[config.mk]
export PLATFORM = sky130hd
export DESIGN_NAME = multicycle_controller
export DESIGN_NICKNAME = d
export VERILOG_FILES = /design/src/rtl/mc_ctrl_pkg.sv /design/src/rtl/mc_decode.sv /design/src/rtl/multicycle_controller.sv
export SDC_FILE = /design/constraint.sdc
export NUM_CORES = 1
export LEC_CHECK = 0
export BUFFER_PORTS_ARGS = -buffer_cell sky130_fd_sc_hd__buf_2
export CAP_MARGIN = 20
export CORE_ASPECT_RATIO = 0.8
export CORE_UTILIZATION = 44
export CTS_BUF_LIST = sky130_fd_sc_hd__clkbuf_4
export DETAILED_ROUTE_END_ITERATION = 16
export PLACE_DENSITY = 0.8
export SYNTH_ARGS = -nofsm -noshare
export SYNTH_HDL_FRONTEND = slang
export SYNTH_SLANG_ARGS = --single-unit
[constraint.sdc]
create_clock -name clk -period 1.8 [get_ports clk]
set_input_delay 0.27 -clock clk [delete_from_list [all_inputs] [get_ports clk]]
set_output_delay 0.27 -clock clk [all_outputs]
set_load 0.01 [all_outputs]
[src/rtl/mc_ctrl_pkg.sv]
// Shared encodings for the multi-cycle MIPS-subset controller: opcodes, states,
// ALU commands, datapath mux selects and the decoded instruction classes.
package mc_ctrl_pkg;

    localparam logic [5:0] OP_RTYPE = 6'b000000;
    localparam logic [5:0] OP_J     = 6'b000010;
    localparam logic [5:0] OP_JAL   = 6'b000011;
    localparam logic [5:0] OP_BNE   = 6'b000101;
    localparam logic [5:0] OP_ADDI  = 6'b001000;
    localparam logic [5:0] OP_XORI  = 6'b001110;
    localparam logic [5:0] OP_LW    = 6'b100011;
    localparam logic [5:0] OP_SW    = 6'b101011;

    localparam logic [5:0] FN_ADD = 6'b100000;
    localparam logic [5:0] FN_SUB = 6'b100010;
    localparam logic [5:0] FN_SLT = 6'b101010;
    localparam logic [5:0] FN_JR  = 6'b001000;

    typedef enum logic [2:0] {
        ST_FETCH  = 3'd0,
        ST_DECODE = 3'd1,
        ST_EXEC   = 3'd2,
        ST_MEM    = 3'd3,
        ST_WB     = 3'd4,
        ST_TRAP   = 3'd7
    } state_t;

    typedef enum logic [2:0] {
        ALU_ADD = 3'd0,
        ALU_SUB = 3'd1,
        ALU_XOR = 3'd2,
        ALU_SLT = 3'd3
    } alu_op_t;

    localparam logic [1:0] PCSRC_RS     = 2'd0;
    localparam logic [1:0] PCSRC_JUMP   = 2'd1;
    localparam logic [1:0] PCSRC_BRANCH = 2'd2;

    localparam logic [1:0] REGDST_R31 = 2'd0;
    localparam logic [1:0] REGDST_RT  = 2'd1;
    localparam logic [1:0] REGDST_RD  = 2'd2;

    localparam logic [1:0] REGSRC_PC  = 2'd0;
    localparam logic [1:0] REGSRC_MEM = 2'd1;
    localparam logic [1:0] REGSRC_ALU = 2'd2;

    localparam logic BRSEL_TAKEN = 1'b0;
    localparam logic BRSEL_SEQ   = 1'b1;

    localparam logic MEMADDR_ALU = 1'b0;
    localparam logic MEMADDR_PC  = 1'b1;

    localparam logic ALUSRC_IMM = 1'b0;
    localparam logic ALUSRC_B   = 1'b1;

    typedef enum logic [3:0] {
        CLS_NONE = 4'd0,
        CLS_LW   = 4'd1,
        CLS_SW   = 4'd2,
        CLS_J    = 4'd3,
        CLS_JAL  = 4'd4,
        CLS_BNE  = 4'd5,
        CLS_ADDI = 4'd6,
        CLS_XORI = 4'd7,
        CLS_ADD  = 4'd8,
        CLS_SUB  = 4'd9,
        CLS_SLT  = 4'd10,
        CLS_JR   = 4'd11
    } instr_class_t;

    // ALU command for a class; also reused in WB so the ALU result stays stable.
    function automatic alu_op_t alu_cmd_of(input instr_class_t cls);
        case (cls)
            CLS_BNE, CLS_SUB: return ALU_SUB;
            CLS_XORI:         return ALU_XOR;
            CLS_SLT:          return ALU_SLT;
            default:          return ALU_ADD;
        endcase
    endfunction

    function automatic logic alu_src_of(input instr_class_t cls);
        case (cls)
            CLS_BNE, CLS_ADD, CLS_SUB, CLS_SLT: return ALUSRC_B;
            default:                            return ALUSRC_IMM;
        endcase
    endfunction

endpackage

[src/rtl/mc_decode.sv]
// Combinational opcode/funct classifier; anything outside the supported subset
// comes out as CLS_NONE with legal low.
module mc_decode
    import mc_ctrl_pkg::*;
(
    input  logic [5:0]   opcode,
    input  logic [5:0]   funct,
    output instr_class_t cls,
    output logic         legal
);

    always_comb begin
        cls = CLS_NONE;
        case (opcode)
            OP_LW:   cls = CLS_LW;
            OP_SW:   cls = CLS_SW;
            OP_J:    cls = CLS_J;
            OP_JAL:  cls = CLS_JAL;
            OP_BNE:  cls = CLS_BNE;
            OP_ADDI: cls = CLS_ADDI;
            OP_XORI: cls = CLS_XORI;
            OP_RTYPE: begin
                case (funct)
                    FN_ADD:  cls = CLS_ADD;
                    FN_SUB:  cls = CLS_SUB;
                    FN_SLT:  cls = CLS_SLT;
                    FN_JR:   cls = CLS_JR;
                    default: cls = CLS_NONE;
                endcase
            end
            default: cls = CLS_NONE;
        endcase
    end

    assign legal = (cls != CLS_NONE);

endmodule

[src/rtl/multicycle_controller.sv]
// Sequencing FSM for the single-memory multi-cycle MIPS-subset datapath.
// Optional performance counters are built in when MC_PERF_CNT_EN is defined.
module multicycle_controller
    import mc_ctrl_pkg::*;
#(
    parameter logic [2:0] RESET_STATE = 3'd0
)
(
    input  logic       clk,
    input  logic       reset,
    input  logic [5:0] opcode,
    input  logic [5:0] funct,
    input  logic       zero,
    output logic       pc_we,
    output logic       br_sel,
    output logic [1:0] pc_src,
    output logic       mem_addr_sel,
    output logic       mem_we,
    output logic       ir_sel,
    output logic [1:0] reg_dst,
    output logic [1:0] reg_src,
    output logic       reg_we,
    output logic       alu_src,
    output logic [2:0] alu_op,
    output logic [2:0] state,
    output logic       instr_done,
    output logic       trap
`ifdef MC_PERF_CNT_EN
    ,
    output logic [31:0] cycle_count,
    output logic [31:0] instr_count
`endif
);

    state_t       state_q;
    state_t       state_d;
    instr_class_t cls_q;
    instr_class_t dec_cls;
    logic         dec_legal;
    logic         pc_we_raw;
    logic         mem_we_raw;
    logic         reg_we_raw;
    logic         done_raw;

    mc_decode u_decode (
        .opcode (opcode),
        .funct  (funct),
        .cls    (dec_cls),
        .legal  (dec_legal)
    );

    always_ff @(posedge clk) begin
        if (reset) begin
            state_q <= state_t'(RESET_STATE);
            cls_q   <= CLS_NONE;
        end else begin
            state_q <= state_d;
            if (state_q == ST_DECODE) begin
                cls_q <= dec_cls;
            end
        end
    end

    always_comb begin
        state_d      = state_q;
        pc_we_raw    = 1'b0;
        mem_we_raw   = 1'b0;
        reg_we_raw   = 1'b0;
        done_raw     = 1'b0;
        br_sel       = 1'b0;
        pc_src       = PCSRC_RS;
        mem_addr_sel = MEMADDR_ALU;
        ir_sel       = 1'b0;
        reg_dst      = REGDST_R31;
        reg_src      = REGSRC_PC;
        alu_src      = ALUSRC_IMM;
        alu_op       = ALU_ADD;
        trap         = 1'b0;

        case (state_q)
            ST_FETCH: begin
                mem_addr_sel = MEMADDR_PC;
                ir_sel       = 1'b1;
                pc_we_raw    = 1'b1;
                pc_src       = PCSRC_BRANCH;
                br_sel       = BRSEL_SEQ;
                state_d      = ST_DECODE;
            end

            ST_DECODE: begin
                state_d = dec_legal ? ST_EXEC : ST_TRAP;
            end

            ST_EXEC: begin
                alu_src = alu_src_of(cls_q);
                alu_op  = alu_cmd_of(cls_q);
                case (cls_q)
                    CLS_BNE: begin
                        pc_src    = PCSRC_BRANCH;
                        br_sel    = BRSEL_TAKEN;
                        pc_we_raw = ~zero;
                        done_raw  = 1'b1;
                        state_d   = ST_FETCH;
                    end
                    CLS_J: begin
                        pc_src    = PCSRC_JUMP;
                        pc_we_raw = 1'b1;
                        done_raw  = 1'b1;
                        state_d   = ST_FETCH;
                    end
                    // JAL writes the return address while redirecting the PC.
                    CLS_JAL: begin
                        pc_src     = PCSRC_JUMP;
                        pc_we_raw  = 1'b1;
                        reg_dst    = REGDST_R31;
                        reg_src    = REGSRC_PC;
                        reg_we_raw = 1'b1;
                        done_raw   = 1'b1;
                        state_d    = ST_FETCH;
                    end
                    CLS_JR: begin
                        pc_src    = PCSRC_RS;
                        pc_we_raw = 1'b1;
                        done_raw  = 1'b1;
                        state_d   = ST_FETCH;
                    end
                    CLS_LW, CLS_SW: begin
                        state_d = ST_MEM;
                    end
                    CLS_ADDI, CLS_XORI, CLS_ADD, CLS_SUB, CLS_SLT: begin
                        state_d = ST_WB;
                    end
                    default: begin
                        state_d = ST_TRAP;
                    end
                endcase
            end

            ST_MEM: begin
                mem_addr_sel = MEMADDR_ALU;
                alu_op       = ALU_ADD;
                alu_src      = ALUSRC_IMM;
                case (cls_q)
                    CLS_SW: begin
                        mem_we_raw = 1'b1;
                        done_raw   = 1'b1;
                        state_d    = ST_FETCH;
                    end
                    CLS_LW: begin
                        ir_sel  = 1'b0;
                        state_d = ST_WB;
                    end
                    default: begin
                        state_d = ST_TRAP;
                    end
                endcase
            end

            ST_WB: begin
                alu_src = alu_src_of(cls_q);
                alu_op  = alu_cmd_of(cls_q);
                case (cls_q)
                    CLS_LW: begin
                        reg_dst    = REGDST_RT;
                        reg_src    = REGSRC_MEM;
                        reg_we_raw = 1'b1;
                        done_raw   = 1'b1;
                        state_d    = ST_FETCH;
                    end
                    CLS_ADDI, CLS_XORI: begin
                        reg_dst    = REGDST_RT;
                        reg_src    = REGSRC_ALU;
                        reg_we_raw = 1'b1;
                        done_raw   = 1'b1;
                        state_d    = ST_FETCH;
                    end
                    CLS_ADD, CLS_SUB, CLS_SLT: begin
                        reg_dst    = REGDST_RD;
                        reg_src    = REGSRC_ALU;
                        reg_we_raw = 1'b1;
                        done_raw   = 1'b1;
                        state_d    = ST_FETCH;
                    end
                    default: begin
                        state_d = ST_TRAP;
                    end
                endcase
            end

            ST_TRAP: begin
                trap    = 1'b1;
                state_d = ST_TRAP;
            end

            default: begin
                state_d = ST_TRAP;
            end
        endcase
    end

    // A reset cycle aborts the instruction, so no write or completion escapes it.
    assign pc_we      = pc_we_raw & ~reset;
    assign mem_we     = mem_we_raw & ~reset;
    assign reg_we     = reg_we_raw & ~reset;
    assign instr_done = done_raw & ~reset;
    assign state      = state_q;

`ifdef MC_PERF_CNT_EN
    always_ff @(posedge clk) begin
        if (reset) begin
            cycle_count <= 32'd0;
            instr_count <= 32'd0;
        end else begin
            cycle_count <= cycle_count + 32'd1;
            if (instr_done) begin
                instr_count <= instr_count + 32'd1;
            end
        end
    end
`endif

endmodule

==> metrics <==
Die Wd 54.3 um; outcome finished with violations; largest net degree at the start of global routing 14; H-tree levels 1; CP Launch Point state[1]; fin crit period 1.88 ns; Leak 0.000546 uW; Placed Area 1180 um2; share of post-route cells with drive strength above 1 46.9%; Remaining DRCs 0; initial antenna violation count 0; Distinct cells, synth 47; Yosys top cell by area dfxtp_1; wire per inst 16.0 um; CTS tree built; slowest CP cell dfxtp_4; Synth Instances 140; Primary FF master, synth dfxtp_1; syn avg cell area 6.87 um2; CP Capture Type output pin; Clock transition at path regs 0.05 ns; later-pin clock latency in the skew report 0.26 ns; Total GRT Usage 27.9%; CTS Root Cell clkbuf_4; Area growth, synth to finish 38.5%; crit-path cells nand2b_4 -> or2_4 -> nor3_2 -> a21oi_1 -> a221oi_2 -> buf_2; Num CTS Buffers 3; final period utilization 105%; clk buf depth 2; Syn Nets 155; fill cell count 153; Boundary Pins 36; hold path startpoint reset; vias 1268; number of antenna diodes 0; IO Port Bufs 34; Worst Hold Class input port to flip-flop; final hold vios 0; CP max FO 5; Final Max Tran Viols 0; CP required 1.53 ns; Synth Register Bits 7; CTS sink count 7; # rows 14; Seq/Total Area, Yosys 14.6%; failing checks negative setup slack; total global routing overflow 0; design area 1330 um2; worst setup margin -0.0822 ns; EDFF count, synth 0; RSZ-0062 raised after global routing true; delay-heaviest family, CP simple AND/OR/NAND/NOR gates; Hold Buf Count CTS 0; Mapped Area 962 um2; maxcap violations 0; # setup viols final 7; drt first pass iters 6; critical setup path kind flip-flop to output pin; Initial DRC Count 77; Worst IR Drop VDD 0.899 mV; Setup Skew 0.00395 ns; vias in the first global route 1083; Nets 193; crit-path max cell delay 0.33 ns; synth top area cells dfxtp_1, a21oi_1, nor2_1; Sum Neg Setup Slack -0.204 ns; Synth top area share 14.6%; PD cells 1250 nW/um2; core area 1960 um2; fraction of registers with async set/reset 0%; DP Wirelength 2.12 mm; global-route wire length before repair 4.83 mm; crit path launch type flip-flop; crit path DAT 1.61 ns; Chip Height 43.8 um; Routed Antenna Nets 0; Power Total 1660 uW; Routed WL 3.22 mm; synth warn 0; worst r2r src cls_q[3]; Max Freq 0.531 GHz; routability congestion estimate 0.987; die area 2380 um2; Buf/Inv on CP 1; vias per std cell 6.31; Initial Utilization 49.0%
[cell families (layout without fill, tap and decap cells)]
family | after synthesis | in the layout | synth area share [%]
DFF | 7 | 7 | 14.6
xor gates and xnor gates | 3 | 3 | 2.73
AOI/OAI and AO/OA | 38 | 38 | 25.8
and+or+nand+nor | 70 | 70 | 43.3
muxes | 2 | 2 | 2.60
other | 1 | 1 | 0.390
buffers and inverters | 19 | 56 | 10.7
[state kept, by name (all words and copies together), names as in the netlist]
name,count
cls_q,4
state,3
[placed cells by master, fill, tap and decap left out, types with 2 or more instances in the layout]
master,netlist,layout
a21oi_1,14,12
a21oi_2,0,2
and3_1,3,3
buf_2,1,34
buf_4,4,14
clkbuf_4,0,4
dfxtp_1,7,2
dfxtp_4,0,5
inv_1,3,3
nand2_1,7,7
nand2b_1,8,3
nand2b_2,0,3
nand2b_4,0,2
nand3_1,2,2
nand4_1,3,3
nor2_1,17,17
nor2b_1,3,3
nor3_1,8,5
nor3_2,0,3
nor4_1,2,2
nor4b_1,4,2
nor4b_2,0,2
o21a_1,3,3
o21ai_0,5,5
o21ai_2,2,2
o32ai_1,3,2
or4b_4,2,2
xor2_1,2,2
[layout make-up]
class / count / area (um2) / area share (%)
flip-flops and latches: 7 / 159 / 11.9
repair buffers: 49 / 287 / 21.5
multi-input cells: 114 / 816 / 61.2
well taps: 24 / 30.0 / 2.25
clock buffers: 4 / 30.0 / 2.25
inverters: 3 / 11.3 / 0.845
[stage by stage]
step                      setup slack, ns  utilization [%]  hold slack [ns]  std cells
after global placement             0.0554             60.3            0.522        195
after floorplan                    0.0348                -            0.565        140
after CTS                         -0.0937             64.9            0.372        201
after detailed placement           0.0863             60.3            0.533        195
after global routing               -0.117             67.9            0.398        201
final                             -0.0822             67.9            0.373        201
[timing repair]
item / CTS / global route
gates resized for setup: 13 / 14
buffers inserted: 2 / 0
endpoints found under the setup margin: 10 / 17
pin swaps: 3 / 3
[cells in the mapped netlist, drive strengths merged (2+ instances only)]
library cell	instances
or3	2
or4b	3
nor2b	3
buf	8
and3	3
o21ai	7
clkbuf	8
o21a	3
nor4bb	2
nor3	8
o32ai	3
inv	3
nor4b	4
nor4	2
a21oi	14
nand4	3
dfxtp	7
nor2	17
nand2b	8
nand3	2
xor2	2
nand2	7
nor3b	2
a211oi	2
[where the power goes]
group | total [uW] | internal [uW] | switching, uW
clock network | 159 | 99.7 | 59.4
registers | 345 | 230 | 115
logic | 1160 | 557 | 602
[final timing paths]
path	end	slack, ns	cells after the start
setup reg to reg	state[0]	0.04	5
hold reg to reg	cls_q[2]	0.53	2
hold / removal	cls_q[3]	0.37	2
setup / recovery	instr_done	-0.08	6
[layer usage]
metal	track usage [%]	vias to the layer above	routed length, um
met2	43.9	86	1490
met4	5.64	0	87
met1	38.2	574	1330
li1	-	592	-
met3	7.02	16	314
met5	0	-	0
(Power assumes the default switching activity.)
